File: config.mk
export PLATFORM = sky130hd
export DESIGN_NAME = add_subt_slice_unit
export DESIGN_NICKNAME = d
export VERILOG_FILES = /design/src/rtl/add_subt_slice_unit.sv
export SDC_FILE = /design/constraint.sdc
export NUM_CORES = 1
export LEC_CHECK = 0
export BUFFER_PORTS_ARGS = -buffer_cell sky130_fd_sc_hd__buf_2
export CAP_MARGIN = 10
export CORE_UTILIZATION = 50
export DETAILED_ROUTE_END_ITERATION = 6
export PLACE_DENSITY = 0.74
export SYNTH_ARGS = -nofsm -noshare
export SYNTH_HDL_FRONTEND = slang
export SYNTH_SLANG_ARGS = --single-unit
File: constraint.sdc
create_clock -name clk -period 5.8 [get_ports clk]
set_input_delay 1.16 -clock clk [delete_from_list [all_inputs] [get_ports clk]]
set_output_delay 1.16 -clock clk [all_outputs]
set_load 0.005 [all_outputs]
File: src/rtl/add_subt_slice_unit.sv
// Slice-serial two's-complement add/subtract responder for the CORDIC datapath.
// One DIGIT-wide slice per cycle through a carry register, optional saturation.
module add_subt_slice_unit #(
  parameter int W        = 32,
  parameter int DIGIT    = 8,
  parameter int SATURATE = 1
) (
  input  logic         clk,
  input  logic         reset,
  input  logic         beg_add_subt,
  input  logic         ack_add_subt,
  input  logic         op,
  input  logic [W-1:0] data_a,
  input  logic [W-1:0] data_b,
  output logic         ready_add_subt,
  output logic [W-1:0] result,
  output logic         overflow,
  output logic         busy
);

  localparam int NSLICE = W / DIGIT;
  localparam int CW     = (NSLICE > 1) ? $clog2(NSLICE) : 1;
  localparam logic [CW-1:0] LAST = CW'(NSLICE - 1);

  localparam logic [W-1:0] SAT_MAX = {1'b0, {(W-1){1'b1}}};
  localparam logic [W-1:0] SAT_MIN = {1'b1, {(W-1){1'b0}}};

  generate
    if (W % DIGIT != 0) begin : g_bad_digit
      $error("W must be a multiple of DIGIT");
    end
  endgenerate

  typedef enum logic [2:0] {
    IDLE,
    CALC,
    SAT,
    DONE,
    WAITLOW
  } state_t;

  state_t         state;
  logic [W-1:0]   a_r;
  logic [W-1:0]   b_r;
  logic           carry;
  logic [CW-1:0]  cnt;

  logic [DIGIT-1:0] a_sl;
  logic [DIGIT-1:0] b_sl;
  logic [DIGIT:0]   slice_sum;
  logic             ovf;

  always_comb begin
    a_sl = '0;
    b_sl = '0;
    for (int k = 0; k < NSLICE; k++) begin
      if (cnt == CW'(k)) begin
        a_sl = a_r[k*DIGIT +: DIGIT];
        b_sl = b_r[k*DIGIT +: DIGIT];
      end
    end
  end

  assign slice_sum = {1'b0, a_sl} + {1'b0, b_sl}
                   + {{DIGIT{1'b0}}, carry};

  // b_r already holds ~B for subtraction, so one rule covers both ops
  assign ovf = (a_r[W-1] == b_r[W-1])
            && (result[W-1] != a_r[W-1]);

  always_ff @(posedge clk) begin
    if (reset) begin
      state          <= IDLE;
      ready_add_subt <= 1'b0;
      overflow       <= 1'b0;
      busy           <= 1'b0;
      result         <= '0;
      carry          <= 1'b0;
      cnt            <= '0;
      a_r            <= '0;
      b_r            <= '0;
    end else begin
      unique case (state)
        IDLE: begin
          if (beg_add_subt) begin
            a_r      <= data_a;
            b_r      <= op ? ~data_b : data_b;
            carry    <= op;
            cnt      <= '0;
            overflow <= 1'b0;
            busy     <= 1'b1;
            state    <= CALC;
          end
        end
        CALC: begin
          for (int k = 0; k < NSLICE; k++) begin
            if (cnt == CW'(k)) begin
              result[k*DIGIT +: DIGIT] <= slice_sum[DIGIT-1:0];
            end
          end
          carry <= slice_sum[DIGIT];
          cnt   <= cnt + 1'b1;
          if (cnt == LAST) begin
            state <= SAT;
          end
        end
        SAT: begin
          overflow <= ovf;
          if (SATURATE != 0 && ovf) begin
            result <= a_r[W-1] ? SAT_MIN : SAT_MAX;
          end
          busy  <= 1'b0;
          state <= DONE;
        end
        DONE: begin
          // ready is raised first so a dropped beg still sees one pulse
          if (!ready_add_subt) begin
            ready_add_subt <= 1'b1;
          end else if (!beg_add_subt) begin
            ready_add_subt <= 1'b0;
            state          <= IDLE;
          end else if (ack_add_subt) begin
            ready_add_subt <= 1'b0;
            state          <= WAITLOW;
          end
        end
        WAITLOW: begin
          if (!beg_add_subt) begin
            state <= IDLE;
          end
        end
        default: begin
          state <= IDLE;
        end
      endcase
    end
  end

endmodule

# Word level (Yosys, flattened, before mapping)

Cells that the tools add are included.

Bits in registers: 105
Input bits: 69
Output and inout bits: 35

Reductions and logical operators: 14
Bitwise gates (word level): 1
$add $sub $neg: 3
Mux-type cells: 34
Eq/ne operators: 18

Operators by type and width:

| cell                  | count |
|---|---|
| $mux W32              | 3 |
| $mux W8               | 12 |
| $pmux W32 S2          | 1 |
| $not A32 Y32          | 1 |
| $mux W3               | 6 |
| $ne A2 B2 Y1 const B  | 8 |
| $pmux W3 S5           | 1 |
| $reduce_and A3 Y1     | 4 |
| $add A8 B8 Y9         | 1 |
| $add A9 B1 Y9         | 1 |
| $eq A3 B2 Y1 const B  | 2 |
| $mux W1               | 6 |
| $pmux W1 S2           | 3 |
| $reduce_and A2 Y1     | 3 |
| $reduce_bool A2 Y1    | 3 |
| $reduce_and A5 Y1     | 1 |
| $eq A2 B2 Y1 const B  | 2 |
| $pmux W2 S2           | 1 |
| $eq A3 B1 Y1 const B  | 1 |
| $eq A3 B3 Y1 const B  | 1 |
| $logic_not A3 Y1      | 1 |
| $ne A3 B3 Y1 const B  | 1 |
| $add A2 B1 Y2 const B | 1 |
| $eq A2 B1 Y1 const B  | 1 |
| 5 further kinds       | 5 |

# Longest topological paths before layout

Gate-level depths: netlist of the first run.

Depth in word-level cells: 9
Depth in mapped cells: 16
Depth with buffers taken out: 15

# Worst setup path after synthesis of the first run

OpenSTA, ideal clock, no wires.

Path type: flip-flop to flip-flop
Start point: register cnt[0]
End point: register result[6]
Required time: 5709 ps
Buffers on the path: 2
Cell stages (with the launch flop): 16
Arrival: 2811 ps
Period minus slack after synthesis: 2902 ps
Library setup time: 91 ps
Setup slack: 2898 ps
Cell sequence: dfxtp_1 -> inv_1 -> ha_1 -> clkbuf_1 -> clkbuf_1 -> a21oi_1 -> nor2_1 -> a21oi_1 -> fa_1 -> inv_1 -> fa_1 -> a211oi_1 -> o31ai_1 -> xor2_1 -> nand2_1 -> a311oi_1

Cells in the longest elaborated chain, start to end: 9
Elaborated cells between the ends (all ways): 18

RTL lines:

| what                            | RTL line | text |
|---|---|---|
| from (decl)                     | 46       | `logic [CW-1:0] cnt;` |
| from (signal assigned)          | 102      | `cnt <= cnt + 1'b1;` |
| $logic_not A2 Y1                | 57, 97   |  |
| $mux W8 (4 in series)           | 57       | `if (cnt == CW'(k)) begin` |
| $add A8 B8 Y9                   | 64       | `assign slice_sum = {1'b0, a_sl} + {1'b0, b_sl}` |
| $add A9 B1 Y9                   | 65       | `+ {{DIGIT{1'b0}}, carry};` |
| $mux W8                         | 97       | `if (cnt == CW'(k)) begin` |
| $pmux W32 S2                    | 83       | `unique case (state)` |
| to (signal, indexed assignment) | 98       | `result[k*DIGIT +: DIGIT] <= slice_sum[DIGIT-1:0];` |
| to (signal assigned)            | 110      | `result <= a_r[W-1] ? SAT_MIN : SAT_MAX;` |
| to (decl)                       | 16       | `output logic [W-1:0] result,` |

Parallel ways exist; a longest one is shown, timed or not. The select of a mux whose other input is x is not followed.
A chain may end at the register's enable or synchronous reset.

# Worst setup path after layout of the first run

Start point: register cnt[1]
End point: register result[6]

Same word-level chain as after synthesis.

==> results of run 1 <==
==> logic make-up (layout without fill, tap and decap cells) <==
logic type	count (synthesis)	after routing	synth area share
compound gates	166	166	0.204
xor+xnor	35	35	0.0607
fa+ha+maj	13	13	0.0352
simple gates	230	230	0.205
flops	105	105	0.416
mux	12	12	0.0238
buf+inv	57	126	0.0547
==> worst min-delay path, delay by kind of cell, from the launching register on <==
family | cells | cell delay, ns
flops | 1 | 0.32
simple gates | 1 | 0.05
compound gates | 1 | 0.05
==> final cells by class <==
class | instances | area [um^2]
Clock buffer | 11 | 141
Clock inverter | 5 | 48.8
Fill cell | 966 | 4080
Inverter | 5 | 18.8
Multi-Input combinational cell | 456 | 2680
Sequential cell | 105 | 2100
Tap cell | 133 | 166
Timing Repair Buffer | 105 | 541
==> through the flow <==
stage               area, um^2  utilization
finish                    5700        0.583
floorplan                 5050            -
detailed placement        5490        0.562
CTS                       5680        0.582
global placement          5490        0.562
global route              5700        0.583
==> power groups by stage <==
stage	clock [W]	sequential, W	combinational (W)
finish	0.000440	0.000788	0.000258
global route	0.000477	0.000794	0.000289
CTS	0.000445	0.000788	0.000258
detailed placement	0	0.000804	0.000257
global placement	0	0.000804	0.000248
floorplan	0	0.000796	0.000188
==> cells in the mapped netlist, types with 3 or more instances <==
library cell / count
sky130_fd_sc_hd__a211oi_1: 43
sky130_fd_sc_hd__or2b_2: 3
sky130_fd_sc_hd__nor2_1: 77
sky130_fd_sc_hd__ha_1: 11
sky130_fd_sc_hd__nand3_1: 3
sky130_fd_sc_hd__nand2_1: 103
sky130_fd_sc_hd__mux2i_1: 12
sky130_fd_sc_hd__a311oi_1: 9
sky130_fd_sc_hd__buf_1: 4
sky130_fd_sc_hd__inv_1: 5
sky130_fd_sc_hd__a21oi_1: 81
sky130_fd_sc_hd__a211o_1: 3
sky130_fd_sc_hd__clkbuf_1: 30
sky130_fd_sc_hd__buf_2: 11
sky130_fd_sc_hd__xnor2_1: 33
sky130_fd_sc_hd__nor3b_1: 4
sky130_fd_sc_hd__o21ai_0: 16
sky130_fd_sc_hd__dfxtp_1: 105
sky130_fd_sc_hd__buf_6: 6
sky130_fd_sc_hd__nor3_1: 6
sky130_fd_sc_hd__nand3b_1: 18
sky130_fd_sc_hd__nand2b_1: 3
==> per-layer routing <==
layer,vias up,global-route usage,part of all wire
met1,2023,0.305,0.47
li1,2249,-,-
met3,22,0.0393,0.047
met5,-,0,0
met2,118,0.372,0.47
met4,0,0.0703,0.014
==> flip-flops by register name (all words and copies together) (netlist names) <==
register        flops
busy                1
ready_add_subt      1
cnt                 2
overflow            1
b_r                32
a_r                32
carry               1
state               3
result             32
==> how the worst max path moves through the flow <==
stage                      start   endpoint  slack (ns)  depth (start not counted)
after floorplan           cnt[0]  result[6]        2.90                         15
after global placement    cnt[0]  result[6]        2.32                         14
after detailed placement  cnt[1]  result[6]        2.09                         15
after CTS                 cnt[1]  result[6]        2.07                         15
after global routing      cnt[1]  result[6]        1.65                         15
final                     cnt[1]  result[6]        2.06                         15
==> results.txt, run 1 <==
----------------------------------------------------
[Yosys]
  Biggest area contributors in the synthesized netlist ... sky130_fd_sc_hd__dfxtp_1 42%, sky130_fd_sc_hd__a21oi_1 8.0%, sky130_fd_sc_hd__nand2_1 7.7%, sky130_fd_sc_hd__a211oi_1 6.4%, sky130_fd_sc_hd__nor2_1 5.7%
  Proportion of register bits with asynchronous set or reset after synthesis ... 0
  Gate count after technology mapping ... 618
  Yosys synthesis warning count ... 0
  Distinct cell type count of the synthesized netlist ... 46
  Cell area after synthesis ... 5050 um^2
  Register bit count reported by yosys ... 105
  Syn avg cell area ... 8.18 um^2
  Share of the synthesized area in the top cell type ... 0.416
  Cell type with the highest aggregate area in the netlist ... sky130_fd_sc_hd__dfxtp_1
  Part of the Yosys area used for sequential elements ... 0.416
  Commonest register cell after synthesis ... sky130_fd_sc_hd__dfxtp_1
  Count of flip-flops with a built-in enable after synthesis ... 0
  Net count after synthesis ... 700

[STA]
  Minimum clock period after layout ... 3.74 ns
  Final hold slack ... 0.462 ns
  Highest Clock Rate ... 0.267 GHz
  Endpoints failing hold ... 0
  RSZ-0062 raised after global routing ... false
  Worst slew pin tran ... 1.09 ns
  Part of the cycle the worst path needs ... 0.645
  Max-slew violation count ... 0
  Setup-violating endpoint count in the final report ... 0
  Slack of the critical path ... 2.06 ns
  Final TNS setup ... 0 ns
  Final worst clock skew ... 0.0124 ns
  Relative slew margins ... 0.274

[Setup path]
  Worst Path Buf+Inv ... 2
  Critical path fanouts, max ... 33
  Delay-heaviest family, CP ... adder cells
  Endpoint type of the worst setup path ... flip-flop
  Capture instance of the worst register-to-register path ... result[6]
  Cell repeated most along the worst path ... sky130_fd_sc_hd__a21oi_1
  Worst r2r src ... cnt[1]
  Kind of start point of the critical path ... flip-flop
  List of cells traversed by the critical path ... inv_1 -> ha_1 -> nand3b_1 -> a21oi_1 -> a21oi_1 -> nor2_1 -> a21oi_1 -> fa_1 -> inv_1 -> fa_1 -> a211oi_1 -> o31ai_1 -> xor2_1 -> nand2_1 -> a311oi_1
  Master of the slowest instance on the critical path ... sky130_fd_sc_hd__ha_1
  Slack of the worst reg-to-reg path ... 2.06 ns
  Critical path arrival ... 4.02 ns
  Slowest Stage Delay on Critical Path ... 0.73 ns
  Critical path type ... reg -> reg
  CP Data Required Time ... 6.08 ns
  Number of cells traversed by the worst register-to-register path ... 15

[Floorplanning]
  Initial standard-cell utilization of the core ... 0.517
  Cell row count ... 36
  Top-level port count ... 104
  Die X-Extent ... 103 um
  Core area ... 9770 um^2
  Die height ... 103 um
  Area of the die ... 10500 um^2

[Power]
  Internal portion of total power ... 0.00105 W
  Switching pwr ... 0.000439 W
  Leakage power total ... 2.26 nW
  Power density relative to cell area ... 261 nW/um^2
  Combinational share of power ... 0.173
  Part of the total power dissipated in sequential elements ... 0.530
  Worst voltage drop across the vdd grid ... 0.129 mV
  Switching part of the total power ... 0.295
  Total design power ... 0.00149 W
  Portion of total power attributed to the clock network ... 0.296

[Clock tree]
  Maximum buffer depth of the clock tree ... 2
  Number of cells upsized or downsized after cts ... 0
  Buffer type at the clock tree root ... sky130_fd_sc_hd__clkbuf_8
  H-tree levels ... 3
  CTS sink cnt ... 105
  Number of buffers inserted to repair setup after CTS ... 0
  Reg clk slew, reported paths ... 0.10 ns
  Number of buffers inserted by hold repair at cts ... 0
  CTS buffer count ... 9
  CTS tree ... built
  Clk Latency, worst-skew pair ... 0.38 ns

[Route]
  Number of iterations in the first detailed-routing pass ... 4
  DRC ... 0
  Number of design-rule violations left by the first detailed-router iteration ... 198
  Routed length per placed instance ... 14.0 um
  Via count ... 4412
  Total length of routed wires ... 11500 um
  Number of vias per cell after detailed routing ... 5.38
  Antenna-violating nets left ... 0

[Layout]
  Area added between synthesis and finish ... 12.8%
  Antenna fix cells ... 0
  Count of nets after finishing ... 764
  Number of non-filler instances in the completed layout ... 820
  Leading cell types in the layout, fill and taps excluded ... 105 x sky130_fd_sc_hd__dfxtp_1, 103 x sky130_fd_sc_hd__nand2_1, 102 x sky130_fd_sc_hd__buf_2, 81 x sky130_fd_sc_hd__a21oi_1, 77 x sky130_fd_sc_hd__nor2_1
  Most common cell after layout, fill and taps aside ... sky130_fd_sc_hd__dfxtp_1
  Fraction of final layout cells sized beyond drive strength 1 ... 0.189

[Global routing]
  Number of antenna violations at the first check in global routing ... 0
  Gr ovfl total ... 0
  Maximum number of pins on one net before global-route repair ... 110
  First-pass GRT wire length ... 18600 um
  Number of global-route vias before repair ... 3945
  Combined global-route utilization of all metal layers ... 0.227

[Place]
  Post-placement worst setup slack ... 2.09 ns
  Weighted congestion reported at the end of routability-driven placement ... 0.896
  DPL Wire Length ... 8130 um
  Number of cells in the design after placement ... 803
  Port buffer count ... 103

[Min path]
  Destination of the worst hold path ... a_r[9]
  Instance count along the most critical hold path ... 2
  Hold wc startpoint ... a_r[9]
  Min-Delay Path Class ... reg -> reg

[Flow run]
  Maxcap violations ... 0

[Status]
  Status ... completed

----------------------------------------------------
No activity file was read; power rests on OpenSTA's default activity.
==> run 2: changes to the inputs <==
- ABC_AREA: not set -> 1
- PLACE_DENSITY: 0.74 -> 0.77
- clock period: 5.8 -> 3.35 ns (I/O delays scaled with it)
==> run 2 against run 1 <==
Net effect:
- count of clock-buffer cells in the layout decreased by 1
- global-route usage rose by 1.5 points
- core utilization increased by 1.5 points
- largest cell class unchanged
- fmax is 22% higher
- sequential power is 83% higher
- synthesized cell count up 15%
- worst setup slack worse by 1.8 ns
- cell count grew 14%
- critical path type unchanged
- die area up 1.8%
- clock power increased by 95%
==> results.txt, run 2 <==
----------------------------------------------------
[Clock tree]
  Clk Latency, worst-skew pair ... 0.38 ns (about the same)
  H-tree levels ... 3 (unchanged)
  CTS tree ... built
  Number of cells upsized or downsized after cts ... 0 (unchanged)
  Buffer type at the clock tree root ... sky130_fd_sc_hd__clkbuf_8
  Reg clk slew, reported paths ... 0.10 ns (about the same)
  Number of buffers inserted by hold repair at cts ... 0 (unchanged)
  CTS buffer count ... 9 (unchanged)
  Maximum buffer depth of the clock tree ... 2 (unchanged)
  Number of buffers inserted to repair setup after CTS ... 0 (unchanged)
  CTS sink cnt ... 105 (unchanged)

[Power]
  Leakage power total ... 2.82 nW (+25%)
  Portion of total power attributed to the clock network ... 0.276 (-0.020)
  Part of the total power dissipated in sequential elements ... 0.464 (-0.066)
  Internal portion of total power ... 0.00211 W (+100%)
  Total design power ... 0.00311 W (+110%)
  Power density relative to cell area ... 526 nW/um^2 (+100%)
  Switching pwr ... 0.000994 W (+130%)
  Switching part of the total power ... 0.320 (+0.0246)
  Worst voltage drop across the vdd grid ... 0.228 mV (+78%)
  Combinational share of power ... 0.260 (+0.087)

[STA]
  Max-slew violation count ... 0 (unchanged)
  Minimum clock period after layout ... 3.07 ns (-0.668 ns)
  Relative slew margins ... 0.383 (+0.109)
  Final worst clock skew ... 0.0137 ns (+0.00126 ns)
  Part of the cycle the worst path needs ... 0.917 (+0.272)
  Worst slew pin tran ... 0.924 ns (-0.165 ns)
  Setup-violating endpoint count in the final report ... 0 (unchanged)
  Endpoints failing hold ... 0 (unchanged)
  RSZ-0062 raised after global routing ... false
  Highest Clock Rate ... 0.326 GHz (+22%)
  Final TNS setup ... 0 ns (unchanged)

[Global routing]
  Gr ovfl total ... 0 (unchanged)
  Met3 layer usage reported by global route ... 0.0565 (+0.0171)
  Met2 usage ... 0.413 (+0.0408)
  Most Crowded Layer GR ... met2
  Number of antenna violations at the first check in global routing ... 0 (unchanged)
  Maximum number of pins on one net before global-route repair ... 102 (-7.3%)
  First-pass GRT wire length ... 20100 um (+8.0%)
  Number of global-route vias before repair ... 4416 (+12%)
  GRT met1 Usage ... 0.304 (-0.000736)
  Combined global-route utilization of all metal layers ... 0.242 (+0.0153)

[Layout]
  Antenna fix cells ... 0 (unchanged)
  Leading cell types in the layout, fill and taps excluded ... 126 x sky130_fd_sc_hd__nor2_1, 105 x sky130_fd_sc_hd__o21ai_0, 105 x sky130_fd_sc_hd__dfxtp_1, 103 x sky130_fd_sc_hd__buf_2, 75 x sky130_fd_sc_hd__inv_1
  Number of non-filler instances in the completed layout ... 931 (+14%)
  Largest registers ... a_r x32, b_r x32, result x32
  Fraction of final layout cells sized beyond drive strength 1 ... 0.185 (-0.00376)
  Count of nets after finishing ... 876 (+15%)
  Most common cell after layout, fill and taps aside ... sky130_fd_sc_hd__nor2_1
  Area added between synthesis and finish ... 14.7%

[Yosys]
  Syn avg cell area ... 7.22 um^2 (-12%)
  Cell type with the highest aggregate area in the netlist ... sky130_fd_sc_hd__dfxtp_1
  Proportion of register bits with asynchronous set or reset after synthesis ... 0 (unchanged)
  Most numerous cell in the Yosys netlist ... sky130_fd_sc_hd__nor2_1
  Biggest area contributors in the synthesized netlist ... sky130_fd_sc_hd__dfxtp_1 41%, sky130_fd_sc_hd__o21ai_0 10%, sky130_fd_sc_hd__nor2_1 9.2%, sky130_fd_sc_hd__a21oi_1 7.0%, sky130_fd_sc_hd__inv_1 5.6%
  Count of flip-flops with a built-in enable after synthesis ... 0 (unchanged)
  Cell area after synthesis ... 5150 um^2 (+1.8%)
  Net count after synthesis ... 795 (+14%)
  Share of the synthesized area in the top cell type ... 0.408 (-0.00748)
  Yosys synthesis warning count ... 0 (unchanged)
  Leading post-synthesis cells by instance count ... 126 x sky130_fd_sc_hd__nor2_1, 105 x sky130_fd_sc_hd__dfxtp_1, 105 x sky130_fd_sc_hd__o21ai_0
  Part of the Yosys area used for sequential elements ... 0.408 (-0.00748)
  Gate count after technology mapping ... 713 (+15%)
  Commonest register cell after synthesis ... sky130_fd_sc_hd__dfxtp_1
  Register bit count reported by yosys ... 105 (unchanged)
  Distinct cell type count of the synthesized netlist ... 34 (-26%)

[Floorplanning]
  Die X-Extent ... 103 um (+0.89%)
  Core area ... 9860 um^2 (+0.92%)
  Die height ... 103 um (+0.89%)
  Cell row count ... 36 (unchanged)
  Initial standard-cell utilization of the core ... 0.522 (+0.00466)
  Area of the die ... 10700 um^2 (+1.8%)
  Top-level port count ... 104 (unchanged)

[Route]
  DRC ... 0 (unchanged)
  Via count ... 4710 (+6.8%)
  Number of iterations in the first detailed-routing pass ... 5 (+1)
  Number of vias per cell after detailed routing ... 5.06 (-6.0%)
  Total length of routed wires ... 12000 um (+4.3%)
  Antenna-violating nets left ... 0 (unchanged)
  Routed length per placed instance ... 12.9 um (-8.1%)
  Number of design-rule violations left by the first detailed-router iteration ... 224 (+13%)

[Setup path]
  Kind of start point of the critical path ... flip-flop
  Cell repeated most along the worst path ... sky130_fd_sc_hd__nand2_1
  List of cells traversed by the critical path ... inv_1 -> ha_2 -> inv_2 -> nand2_2 -> inv_2 -> a22oi_1 -> o21ai_0 -> o21ai_0 -> fa_1 -> inv_1 -> fa_1 -> nand2_1 -> nand2_1 -> nand2_1 -> xnor2_1 -> nand2_1 -> nand2_1 -> o21ai_0 -> inv_1
  Master of the slowest instance on the critical path ... sky130_fd_sc_hd__fa_1
  CP Data Required Time ... 3.63 ns (-2.45 ns)
  Critical path fanouts, max ... 9 (-73%)
  Critical path type ... reg -> reg
  Slowest Stage Delay on Critical Path ... 0.41 ns (-0.32 ns)
  Critical path arrival ... 3.35 ns (-0.67 ns)
  Endpoint type of the worst setup path ... flip-flop

[Place]
  DPL Wire Length ... 8950 um (+10%)
  Port buffer count ... 103 (unchanged)
  Weighted congestion reported at the end of routability-driven placement ... 0.952 (+6.2%)
  Number of cells in the design after placement ... 916 (+14%)

[Status]
  Status ... completed

[Min path]
  Min-Delay Path Class ... reg -> reg

[Flow run]
  Maxcap violations ... 0 (unchanged)

----------------------------------------------------
[run 2: worst max-delay path: cells and delay by family (launching register included)]
| kind | cells | cell delay (ns) |
|---|---|---|
| adders and majority gates | 3 | 0.87 |
| AOI/OAI and AO/OA | 4 | 0.60 |
| and+or+nand+nor | 6 | 0.50 |
| buffers and inverters | 5 | 0.48 |
| DFF | 1 | 0.39 |
| xor gates and xnor gates | 1 | 0.14 |
[run 2: cells by family after synthesis]
kind of cell	Yosys count	synth area share
xor+xnor	35	0.0596
buf+inv	125	0.102
compound gates	204	0.211
simple gates	231	0.185
flops	105	0.408
fa+ha+maj	13	0.0345
[run 2: per-stage QoR]
stage	hold slack (ns)	setup WS [ns]	utilization	cell area [um^2]
finish	0.452	0.278	0.598	5900
global route	0.480	0.0212	0.598	5900
CTS	0.453	0.126	0.598	5900
detailed placement	0.439	0.148	0.576	5680
global placement	0.436	0.314	0.576	5680
floorplan	0.425	0.483	-	5150
[run 2: cell type report]
| class | instances | area, um^2 |
|---|---|---|
| Fill cell | 920 | 3960 |
| Clock buffer | 10 | 138 |
| Tap cell | 133 | 166 |
| Multi-Input combinational cell | 483 | 2530 |
| Timing Repair Buffer | 111 | 576 |
| Clock inverter | 5 | 80.1 |
| Sequential cell | 105 | 2100 |
| Inverter | 84 | 315 |
[run 2: worst paths after layout]
| check | start | to | slack, ns | depth (start not counted) |
|---|---|---|---|---|
| worst min-delay path | b_r[27] | b_r[27] | 0.45 | 2 |
| worst max register to register | cnt[1] | result[20] | 0.28 | 19 |
| worst max-delay path | cnt[1] | result[20] | 0.28 | 19 |
| worst min register to register | b_r[27] | b_r[27] | 0.45 | 2 |
[run 2: layer usage]
metal	vias to the layer above	share of wire
met5	-	0
met4	0	0.015
met3	18	0.057
met2	146	0.48
met1	2096	0.45
li1	2450	-
[run 2: power by group through the flow]
| stage | clock network [W] | registers (W) | logic (W) |
|---|---|---|---|
| floorplan | 0 | 0.00146 | 0.000589 |
| global placement | 0 | 0.00147 | 0.000777 |
| detailed placement | 0 | 0.00147 | 0.000805 |
| CTS | 0.000870 | 0.00144 | 0.000808 |
| global route | 0.000926 | 0.00146 | 0.000928 |
| finish | 0.000859 | 0.00144 | 0.000808 |
==> run 3: changes to the inputs <==
- CELL_PAD_IN_SITES_DETAIL_PLACEMENT: not set -> 0
- CELL_PAD_IN_SITES_GLOBAL_PLACEMENT: not set -> 1
- CORE_UTILIZATION: 50 -> 35
- PLACE_DENSITY: 0.77 -> not set
- PLACE_DENSITY_LB_ADDON: not set -> 0.1
==> run 3 against run 2 <==
Net effect:
- combinational power is 3.0% higher
- register-to-register slack better by 0.08 ns
- die area is 42% higher
- wire length is 8.6% higher
- non-clock buffer count is 3 higher
- hold slack better by 0.0018 ns
- design area is 3.0% higher
- largest cell class unchanged
- largest power group unchanged
- highest routed layer unchanged
==> results.txt, run 3 (synthesized netlist as in run 2, its figures left out) <==
----------------------------------------------------
[Layout]
  Largest registers ... a_r x32, b_r x32, result x32
  Fraction of final layout cells sized beyond drive strength 1 ... 0.190 (+0.00406)
  Area added between synthesis and finish ... 18.2%
  Most common cell after layout, fill and taps aside ... sky130_fd_sc_hd__nor2_1
  Post-layout util ... 0.431 (-0.167)
  Antenna fix cells ... 0 (unchanged)
  Number of filler instances in the final layout ... 1497 (+63%)
  Leading cell types in the layout, fill and taps excluded ... 126 x sky130_fd_sc_hd__nor2_1, 105 x sky130_fd_sc_hd__dfxtp_1, 104 x sky130_fd_sc_hd__o21ai_0, 103 x sky130_fd_sc_hd__buf_2, 76 x sky130_fd_sc_hd__inv_1
  Count of nets after finishing ... 879 (+0.34%)

[Clock tree]
  CTS sink cnt ... 105 (unchanged)
  H-tree levels ... 3 (unchanged)
  Number of buffers inserted to repair setup after CTS ... 0 (unchanged)
  Maximum buffer depth of the clock tree ... 2 (unchanged)
  Clk Latency, worst-skew pair ... 0.35 ns (-0.03 ns)
  Reg clk slew, reported paths ... 0.07 ns (-0.03 ns)
  CTS tree ... built
  CTS buffer count ... 9 (unchanged)
  Buffer type at the clock tree root ... sky130_fd_sc_hd__clkbuf_16

[STA]
  RSZ-0062 raised after global routing ... false
  Endpoints failing hold ... 0 (unchanged)
  Setup-violating endpoint count in the final report ... 0 (unchanged)
  Final TNS setup ... 0 ns (unchanged)
  Minimum clock period after layout ... 2.99 ns (-0.0789 ns)
  Relative slew margins ... 0.350 (-0.0337)
  Max-slew violation count ... 0 (unchanged)
  Final worst clock skew ... 0.00688 ns (-0.00678 ns)
  Part of the cycle the worst path needs ... 0.893 (-0.0236)
  Worst slew pin tran ... 0.974 ns (+0.0505 ns)
  Highest Clock Rate ... 0.334 GHz (+2.6%)

[Route]
  Total length of routed wires ... 13000 um (+8.6%)
  DRC ... 0 (unchanged)
  Number of iterations in the first detailed-routing pass ... 4 (-1)
  Number of design-rule violations left by the first detailed-router iteration ... 206 (-8.0%)
  Number of vias per cell after detailed routing ... 4.75 (-6.0%)
  Routed length per placed instance ... 13.3 um (+3.0%)
  Via count ... 4669 (-0.87%)
  Antenna-violating nets left ... 0 (unchanged)

[Setup path]
  Endpoint type of the worst setup path ... flip-flop
  Number of cells traversed by the worst register-to-register path ... 19 (unchanged)
  Critical path type ... reg -> reg
  Kind of start point of the critical path ... flip-flop
  CP Data Required Time ... 3.60 ns (-0.03 ns)
  Capture instance of the worst register-to-register path ... result[20]
  Slack of the worst reg-to-reg path ... 0.36 ns (+0.08 ns)
  Critical path arrival ... 3.24 ns (-0.11 ns)
  Critical path fanouts, max ... 9 (unchanged)
  Worst r2r src ... cnt[1]

[Floorplanning]
  Core area ... 14100 um^2 (+43%)
  Cell row count ... 43 (+19%)
  Area of the die ... 15200 um^2 (+42%)
  Top-level port count ... 104 (unchanged)
  Initial standard-cell utilization of the core ... 0.365 (-0.157)
  Die height ... 123 um (+19%)
  Die X-Extent ... 123 um (+19%)

[Min path]
  Min-Delay Path Class ... reg -> reg
  Hold wc startpoint ... b_r[27]
  Destination of the worst hold path ... b_r[27]
  Instance count along the most critical hold path ... 2 (unchanged)

[Power]
  Leakage power total ... 2.88 nW (+2.3%)
  Worst voltage drop across the vdd grid ... 0.328 mV (+43%)
  Power density relative to cell area ... 552 nW/um^2 (+4.8%)

[Global routing]
  Gr ovfl total ... 0 (unchanged)
  Number of global-route vias before repair ... 4372 (-1.0%)
  Number of antenna violations at the first check in global routing ... 0 (unchanged)
  First-pass GRT wire length ... 21100 um (+5.2%)
  Maximum number of pins on one net before global-route repair ... 102 (unchanged)
  Combined global-route utilization of all metal layers ... 0.181 (-0.0614)

[Place]
  DPL Wire Length ... 9700 um (+8.4%)
  Port buffer count ... 103 (unchanged)
  Weighted congestion reported at the end of routability-driven placement ... 0.801 (-16%)

[Status]
  Status ... completed

[Flow run]
  Maxcap violations ... 0 (unchanged)

----------------------------------------------------
## run 3: cell types whose count changed in the layout (fill, tap and decap cells not counted), moves of 2 or more
cell and delta:
sky130_fd_sc_hd__buf_4 +2, sky130_fd_sc_hd__clkbuf_16 +9, sky130_fd_sc_hd__inv_6 +3, sky130_fd_sc_hd__clkbuf_8 -10
## run 3: power breakdown
part	internal, W	total, W	switching [W]	leakage (nW)
clock	0.000588	0.00108	0.000494	0.147
sequential	0.00138	0.00144	0.0000607	0.863
combinational	0.000306	0.000832	0.000526	1.87
total	0.00228	0.00336	0.00108	2.88
## run 3: critical path, stage by stage, from the launching register on
cell and delay, ns:
sky130_fd_sc_hd__dfxtp_1 0.38, sky130_fd_sc_hd__inv_1 0.09, sky130_fd_sc_hd__ha_2 0.24, sky130_fd_sc_hd__inv_2 0.08, sky130_fd_sc_hd__nand2_2 0.12, sky130_fd_sc_hd__inv_1 0.10, sky130_fd_sc_hd__a22oi_1 0.06, sky130_fd_sc_hd__o21ai_0 0.17
sky130_fd_sc_hd__o21ai_0 0.16, sky130_fd_sc_hd__fa_1 0.41, sky130_fd_sc_hd__inv_1 0.11, sky130_fd_sc_hd__fa_1 0.22, sky130_fd_sc_hd__nand2_1 0.07, sky130_fd_sc_hd__nand2_1 0.09, sky130_fd_sc_hd__nand2_1 0.08, sky130_fd_sc_hd__xnor2_1 0.13
sky130_fd_sc_hd__nand2_1 0.06, sky130_fd_sc_hd__nand2_1 0.09, sky130_fd_sc_hd__o21ai_0 0.19, sky130_fd_sc_hd__inv_1 0.05
## run 3: routing by layer
metal,track usage,wire length (um)
met5,0,0
met4,0.0557,170
met3,0.0383,464
met2,0.297,5960
met1,0.236,6440
## run 3: area by class of cell
| cell class | count | area [um^2] | area share |
|---|---|---|---|
| Clock buffer | 9 | 225 | 0.0370 |
| Sequential cell | 105 | 2100 | 0.346 |
| Inverter | 84 | 315 | 0.0518 |
| Tap cell | 180 | 225 | 0.0370 |
| Clock inverter | 7 | 77.6 | 0.0128 |
| Multi-Input combinational cell | 483 | 2530 | 0.415 |
| Timing Repair Buffer | 114 | 611 | 0.100 |
## run 3: through the flow
stage	total power [W]	hold slack, ns	setup WS, ns	instance area [um^2]	cells
2_1_floorplan	0.00205	0.425	0.483	5150	713
3_3_place_gp	0.00230	0.436	0.386	5780	966
3_5_place_dp	0.00231	0.450	0.235	5780	966
4_1_cts	0.00340	0.460	0.201	6080	982
5_1_grt	0.00358	0.473	0.0395	6080	982
6_report	0.00336	0.454	0.357	6080	982
## run 3: how the worst max path moves through the flow
stage / startpoint / to / slack (ns) / depth (start not counted)
final: cnt[1] / result[20] / 0.36 / 19
after global routing: cnt[1] / result[20] / 0.04 / 19
after CTS: cnt[0] / result[18] / 0.20 / 14
after detailed placement: cnt[0] / result[18] / 0.24 / 14
after global placement: cnt[1] / result[12] / 0.39 / 19
after floorplan: cnt[1] / result[12] / 0.48 / 20
## run 3: repair_timing
| action | in CTS | in global routing |
|---|---|---|
| setup endpoints to repair | 0 | 13 |
| hold endpoints to repair | 0 | 0 |
| hold buffers | 0 | 0 |
| gates resized for setup | 0 | 2 |
